File: src/rtl/div_scheduler_pkg.sv
// Shared constants for the divider scheduler: state encoding, parameter
// defaults and the divide-by-zero result.
package div_scheduler_pkg;

  localparam logic [1:0] ST_IDLE = 2'd0;
  localparam logic [1:0] ST_LOAD = 2'd1;
  localparam logic [1:0] ST_RUN  = 2'd2;
  localparam logic [1:0] ST_DONE = 2'd3;

  localparam int N_REQ_DEF   = 3;
  localparam int TIMEOUT_DEF = 40;

  localparam logic [31:0] DIV0_QUOT = 32'hFFFF_FFFF;

  // Index width that stays legal for a single requester.
  function automatic int idx_width(input int n);
    return (n > 1) ? $clog2(n) : 1;
  endfunction

endpackage

File: src/rtl/div_scheduler_rr_arbiter.sv
// Round-robin selector: searches from the requester after last_ptr, wrapping.
module rr_arbiter
  import div_scheduler_pkg::*;
#(
  parameter int N_REQ = N_REQ_DEF,
  localparam int IW   = idx_width(N_REQ)
) (
  input  logic [N_REQ-1:0] req,
  input  logic [IW-1:0]    last_ptr,
  output logic [IW-1:0]    grant_idx,
  output logic             any
);

  logic [IW:0] cand;

  always_comb begin
    grant_idx = last_ptr;
    any       = 1'b0;
    cand      = '0;
    for (int k = 1; k <= N_REQ; k++) begin
      cand = {1'b0, last_ptr} + (IW+1)'(k);
      if (cand >= (IW+1)'(N_REQ)) cand = cand - (IW+1)'(N_REQ);
      if (!any && req[cand[IW-1:0]]) begin
        any       = 1'b1;
        grant_idx = cand[IW-1:0];
      end
    end
  end

endmodule

File: src/rtl/div_scheduler.sv
// Shares one external divider among N_REQ requesters with round-robin grant,
// divide-by-zero bypass and a RUN timeout.
//
//  state | meaning
//  IDLE  | divider held in reset; arbitrate and latch winner operands
//  LOAD  | one cycle presenting latched operands with divider in reset
//  RUN   | divider enabled; wait for div_done or timeout
//  DONE  | one-cycle valid strobe to winner; advance last-grant pointer
module div_scheduler
  import div_scheduler_pkg::*;
#(
  parameter int N_REQ   = N_REQ_DEF,
  parameter int TIMEOUT = TIMEOUT_DEF
) (
  input  logic                clk,
  input  logic                rst_n,
  input  logic [N_REQ-1:0]    req,
  input  logic [32*N_REQ-1:0] dividend_in,
  input  logic [32*N_REQ-1:0] divisor_in,
  output logic [31:0]         quotient,
  output logic [31:0]         remainder,
  output logic [N_REQ-1:0]    valid,
  output logic                err,
  output logic                busy,
  output logic                div_reset,
  output logic                div_start,
  output logic [31:0]         div_dividend,
  output logic [31:0]         div_divisor,
  input  logic [31:0]         div_quotient,
  input  logic [31:0]         div_remainder,
  input  logic                div_done
);

  localparam int IW = idx_width(N_REQ);
  localparam int CW = $clog2(TIMEOUT + 1);

  logic [1:0]    state_q, state_d;
  logic [IW-1:0] winner_q, winner_d;
  logic [IW-1:0] last_q, last_d;
  logic [31:0]   dvd_q, dvd_d;
  logic [31:0]   dvs_q, dvs_d;
  logic [31:0]   quot_q, quot_d;
  logic [31:0]   rem_q, rem_d;
  logic          err_q, err_d;
  logic [CW-1:0] cnt_q, cnt_d;

  logic [IW-1:0] gnt_idx;
  logic          gnt_any;
  logic [31:0]   a_arr [N_REQ];
  logic [31:0]   b_arr [N_REQ];

  rr_arbiter #(.N_REQ(N_REQ)) u_arb (
    .req       (req),
    .last_ptr  (last_q),
    .grant_idx (gnt_idx),
    .any       (gnt_any)
  );

  always_comb begin
    for (int i = 0; i < N_REQ; i++) begin
      a_arr[i] = dividend_in[32*i +: 32];
      b_arr[i] = divisor_in[32*i +: 32];
    end
  end

  always_comb begin
    state_d  = state_q;
    winner_d = winner_q;
    last_d   = last_q;
    dvd_d    = dvd_q;
    dvs_d    = dvs_q;
    quot_d   = quot_q;
    rem_d    = rem_q;
    err_d    = err_q;
    cnt_d    = cnt_q;
    case (state_q)
      ST_IDLE: begin
        cnt_d = '0;
        if (gnt_any) begin
          winner_d = gnt_idx;
          dvd_d    = a_arr[gnt_idx];
          dvs_d    = b_arr[gnt_idx];
          // Zero divisor never reaches the divider.
          if (b_arr[gnt_idx] == 32'd0) begin
            quot_d  = DIV0_QUOT;
            rem_d   = a_arr[gnt_idx];
            err_d   = 1'b1;
            state_d = ST_DONE;
          end else begin
            state_d = ST_LOAD;
          end
        end
      end
      ST_LOAD: begin
        cnt_d   = '0;
        state_d = ST_RUN;
      end
      ST_RUN: begin
        cnt_d = cnt_q + CW'(1);
        if (div_done) begin
          quot_d  = div_quotient;
          rem_d   = div_remainder;
          err_d   = 1'b0;
          state_d = ST_DONE;
        end else if (cnt_d == CW'(TIMEOUT)) begin
          quot_d  = '0;
          rem_d   = '0;
          err_d   = 1'b1;
          state_d = ST_DONE;
        end
      end
      ST_DONE: begin
        last_d  = winner_q;
        state_d = ST_IDLE;
      end
      default: state_d = ST_IDLE;
    endcase
  end

  always_ff @(posedge clk) begin
    if (!rst_n) begin
      state_q  <= ST_IDLE;
      winner_q <= '0;
      last_q   <= IW'(N_REQ - 1);
      dvd_q    <= '0;
      dvs_q    <= '0;
      quot_q   <= '0;
      rem_q    <= '0;
      err_q    <= 1'b0;
      cnt_q    <= '0;
    end else begin
      state_q  <= state_d;
      winner_q <= winner_d;
      last_q   <= last_d;
      dvd_q    <= dvd_d;
      dvs_q    <= dvs_d;
      quot_q   <= quot_d;
      rem_q    <= rem_d;
      err_q    <= err_d;
      cnt_q    <= cnt_d;
    end
  end

  always_comb begin
    valid = '0;
    if (state_q == ST_DONE) valid[winner_q] = 1'b1;
  end

  assign quotient     = quot_q;
  assign remainder    = rem_q;
  assign err          = err_q;
  assign busy         = (state_q != ST_IDLE);
  assign div_reset    = (state_q != ST_RUN);
  assign div_start    = (state_q == ST_RUN);
  assign div_dividend = dvd_q;
  assign div_divisor  = dvs_q;

endmodule
File: config.mk
export PLATFORM = sky130hd
export DESIGN_NAME = div_scheduler
export DESIGN_NICKNAME = d
export VERILOG_FILES = /design/src/rtl/div_scheduler_pkg.sv /design/src/rtl/div_scheduler_rr_arbiter.sv /design/src/rtl/div_scheduler.sv
export SDC_FILE = /design/constraint.sdc
export NUM_CORES = 1
export LEC_CHECK = 0
export ABC_AREA = 1
export BUFFER_PORTS_ARGS = -buffer_cell sky130_fd_sc_hd__buf_2
export CAP_MARGIN = 20
export CORE_UTILIZATION = 28
export CTS_CLUSTER_SIZE = 12
export DETAILED_ROUTE_END_ITERATION = 10
export PLACE_DENSITY = 0.59
export SYNTH_ARGS = -nofsm -noshare
export SYNTH_HDL_FRONTEND = slang
export SYNTH_SLANG_ARGS = --single-unit
export TNS_END_PERCENT = 30
File: constraint.sdc
create_clock -name clk -period 3.35 [get_ports clk]
set_clock_uncertainty 0.05 [all_clocks]
set_input_delay 0.5025 -clock clk [delete_from_list [all_inputs] [get_ports clk]]
set_output_delay 0.5025 -clock clk [all_outputs]
set_load 0.05 [all_outputs]
==> flow_metrics.py <==
metrics = {
    "outcome": {
        "run_status": "finished clean",
    },
    "cts": {
        "htreeDepth": 4,
        "clock-sinks": 141,
        "path_clk_slew_ns": 0.08,
        "cts_tree": "built",
        "cts_inserted_buffers": 17,
        "cts_root_buf": "clkbuf_16",
        "worstSkewPairLatency_ns": 0.42,
        "postCtsHoldBufs": 0,
        "cts_max_path_buffers": 2,
    },
    "routing": {
        "dr.pass1.iters": 5,
        "drc": 0,
        "drt_iter0_drc": 545,
        "final_antenna_net_count": 0,
        "vias": 10400,
        "wl_per_cell_um": 16.6,
        "wl_um": 35200,
        "viasPerCell": 4.90,
    },
    "synth": {
        "yosys_register_bits": 141,
        "yosys_warnings": 0,
        "synth_fp_nets": 1612,
        "synth_area_um2": 8310,
        "synthDistinctLibCells": 30,
        "synth_largest_area_cell": "dfxtp_1",
        "synth_cells": 1340,
        "yosysSeqAreaShare_pct": 34.0,
        "ys_top_cells_by_area": "dfxtp_1 34%, nor2_1 12%, nand2_1 12%, nand3_1 9.5%, a21oi_1 8.4%",
        "syn_avg_cell_area_um2": 6.20,
        "synth_top_cell_area_share_pct": 34.0,
    },
    "timing": {
        "min_period_over_period_pct": 95.3,
        "period_minus_slack_ns": 3.19,
        "slew_headroom_pct": 44.8,
        "drv_slew": 0,
        "setup_viol": 0,
        "worstMarginPinSlew_ns": 0.821,
        "timing.fmax_ghz": 0.313,
        "finalWorstSetupSlack_ns": 0.156,
        "hold_viol": 0,
        "tns_ns": 0,
    },
    "die": {
        "ioPinCount": 397,
        "die_w_um": 174,
        "row_count": 62,
        "dieArea_um2": 30400,
        "core_area_um2": 28900,
        "die_y_um": 174,
        "start_util_pct": 28.7,
    },
    "layout": {
        "fillers": 3108,
        "fin_nets": 1988,
        "synthToLayoutAreaGrowth_pct": 44.0,
        "final_core_util_pct": 41.4,
        "multiInputGateArea_um2": 4820,
        "layout_commonest_cell": "buf_2",
        "seqCellArea_um2": 2830,
        "finalNonFillerCells": 2120,
        "final_cell_mix": "396 x buf_2, 264 x nor2_1, 240 x nand2_1",
        "drive_gt1_share_pct": 32.0,
    },
    "critical_path": {
        "required_ns": 3.61,
        "crit_path_top_delay_cell": "dfxtp_2",
        "worst-path-buf-inv": 7,
        "arrival_ns": 3.46,
        "critPathTopFamily": "simple AND/OR/NAND/NOR gates",
        "startpoint_type": "flip-flop",
        "cp-end-kind": "flip-flop",
        "path_class": "flip-flop to flip-flop",
        "slowest_delay_ns": 0.33,
        "cp_max_fo": 8,
    },
    "global_routing": {
        "grt_pass1_wl_um": 51900,
        "grt_pass1_vias": 9480,
        "grt_remaining_overflow": 0,
        "grt_max_degree": 75,
        "antenna_found_initial": 11,
        "track_usage_pct": 21.9,
    },
    "power_and_ir_drop": {
        "power_uw": 14500,
        "irDropWorstVdd_uv": 547,
        "power_density_nw_per_um2": 1210,
        "leakagePower_uw": 0.00646,
    },
    "placement": {
        "portBuffers": 396,
        "pre_cts_ws_ns": -0.178,
        "placed_cells": 2062,
        "place.gp.congestion": 0.886,
        "hpwl_um": 24900,
    },
    "job": {
        "drv_cap": 0,
    },
    "min_path": {
        "min_path_type": "input pin to flip-flop",
    },
}
[per-layer routing]
layer | routed length, um | track usage [%] | vias up
li1 | - | - | 5151
met1 | 15000 | 26.8 | 4793
met2 | 16900 | 37.3 | 377
met3 | 2440 | 5.14 | 52
met4 | 798 | 7.27 | 10
met5 | 68 | 0 | -
[registers in the layout, indices dropped and copies added (netlist names)]
signal / flops
last_q: 2
div_dividend: 32
err: 1
quotient: 32
remainder: 32
winner_q: 2
div_divisor: 32
state_q: 2
cnt_q: 6
[kinds of logic (layout without fill, tap and decap cells)]
group	Yosys count	in the layout	synth area share, %
AND/OR/NAND/NOR	699	701	34.5
AO/OA/AOI/OAI	278	278	18.9
flip-flops	141	141	34.0
buffers and inverters	209	596	10.9
XOR/XNOR	3	3	0.316
adder cells (fa/ha/maj)	10	10	1.51
other	0	7	0
[worst register-to-register path: cells and delay by family (launching register included)]
| family | cells | cell delay, ns |
|---|---|---|
| AO/OA/AOI/OAI | 1 | 0.18 |
| adder cells (fa/ha/maj) | 1 | 0.31 |
| buffers and inverters | 7 | 0.79 |
| flip-flops | 1 | 0.33 |
| AND/OR/NAND/NOR | 16 | 1.44 |
[Yosys cell counts]
master	instances
a211oi_1	2
buf_4	3
nor2_4	1
buf_1	16
clkinv_1	1
a21oi_1	139
clkbuf_1	54
nor3_1	3
ha_1	10
nand2_1	257
buf_6	10
nand3_1	158
dfxtp_1	141
xnor2_1	1
or2_2	2
o21ai_2	1
nor4_1	1
nor2_1	270
o211ai_1	2
nand3_2	2
buf_2	26
xor2_1	2
o22ai_1	1
o31ai_1	33
inv_1	94
a22oi_1	32
nand3b_1	1
o21ai_0	68
nand2_2	4
inv_2	5
[area by class of cell]
cell class | count | share of cell area (%)
multi-input cells | 992 | 40.2
clock inverters | 15 | 1.26
inverters | 100 | 3.16
flip-flops and latches | 141 | 23.6
repair buffers | 464 | 24.0
well taps | 384 | 4.01
diodes | 7 | 0.146
clock buffers | 17 | 3.55
[repair_timing]
item,CTS,global route
endpoints found under the setup margin,64,65
pin swaps,1,18
buffers inserted,1,7
gates cloned,1,10
resized for setup,11,49
[stage by stage]
step	area [um2]	hold slack, ns
CTS	11500	0.350
detailed placement	10900	0.413
finish	12000	0.372
floorplan	8310	0.407
global placement	10900	0.407
global route	12000	0.366
[path summary, 6_finish.rpt]
check                                      start      endpoint  slack (ns)  cells past startpoint
worst min-delay path            div_quotient[19]  quotient[19]        0.37                      5
worst min register to register      quotient[27]  quotient[27]        0.43                      2
worst max-delay path                   last_q[0]  remainder[6]        0.16                     25
worst max register to register         last_q[0]  remainder[6]        0.16                     25
[report_power, final]
group | total [uW] | internal [uW] | switching (uW) | leakage, uW
combinational | 10000 | 3250 | 6780 | 0.00502
clock | 1900 | 992 | 912 | 0.000270
sequential | 2540 | 2250 | 286 | 0.00117
No activity file was read; power rests on OpenSTA's default activity.
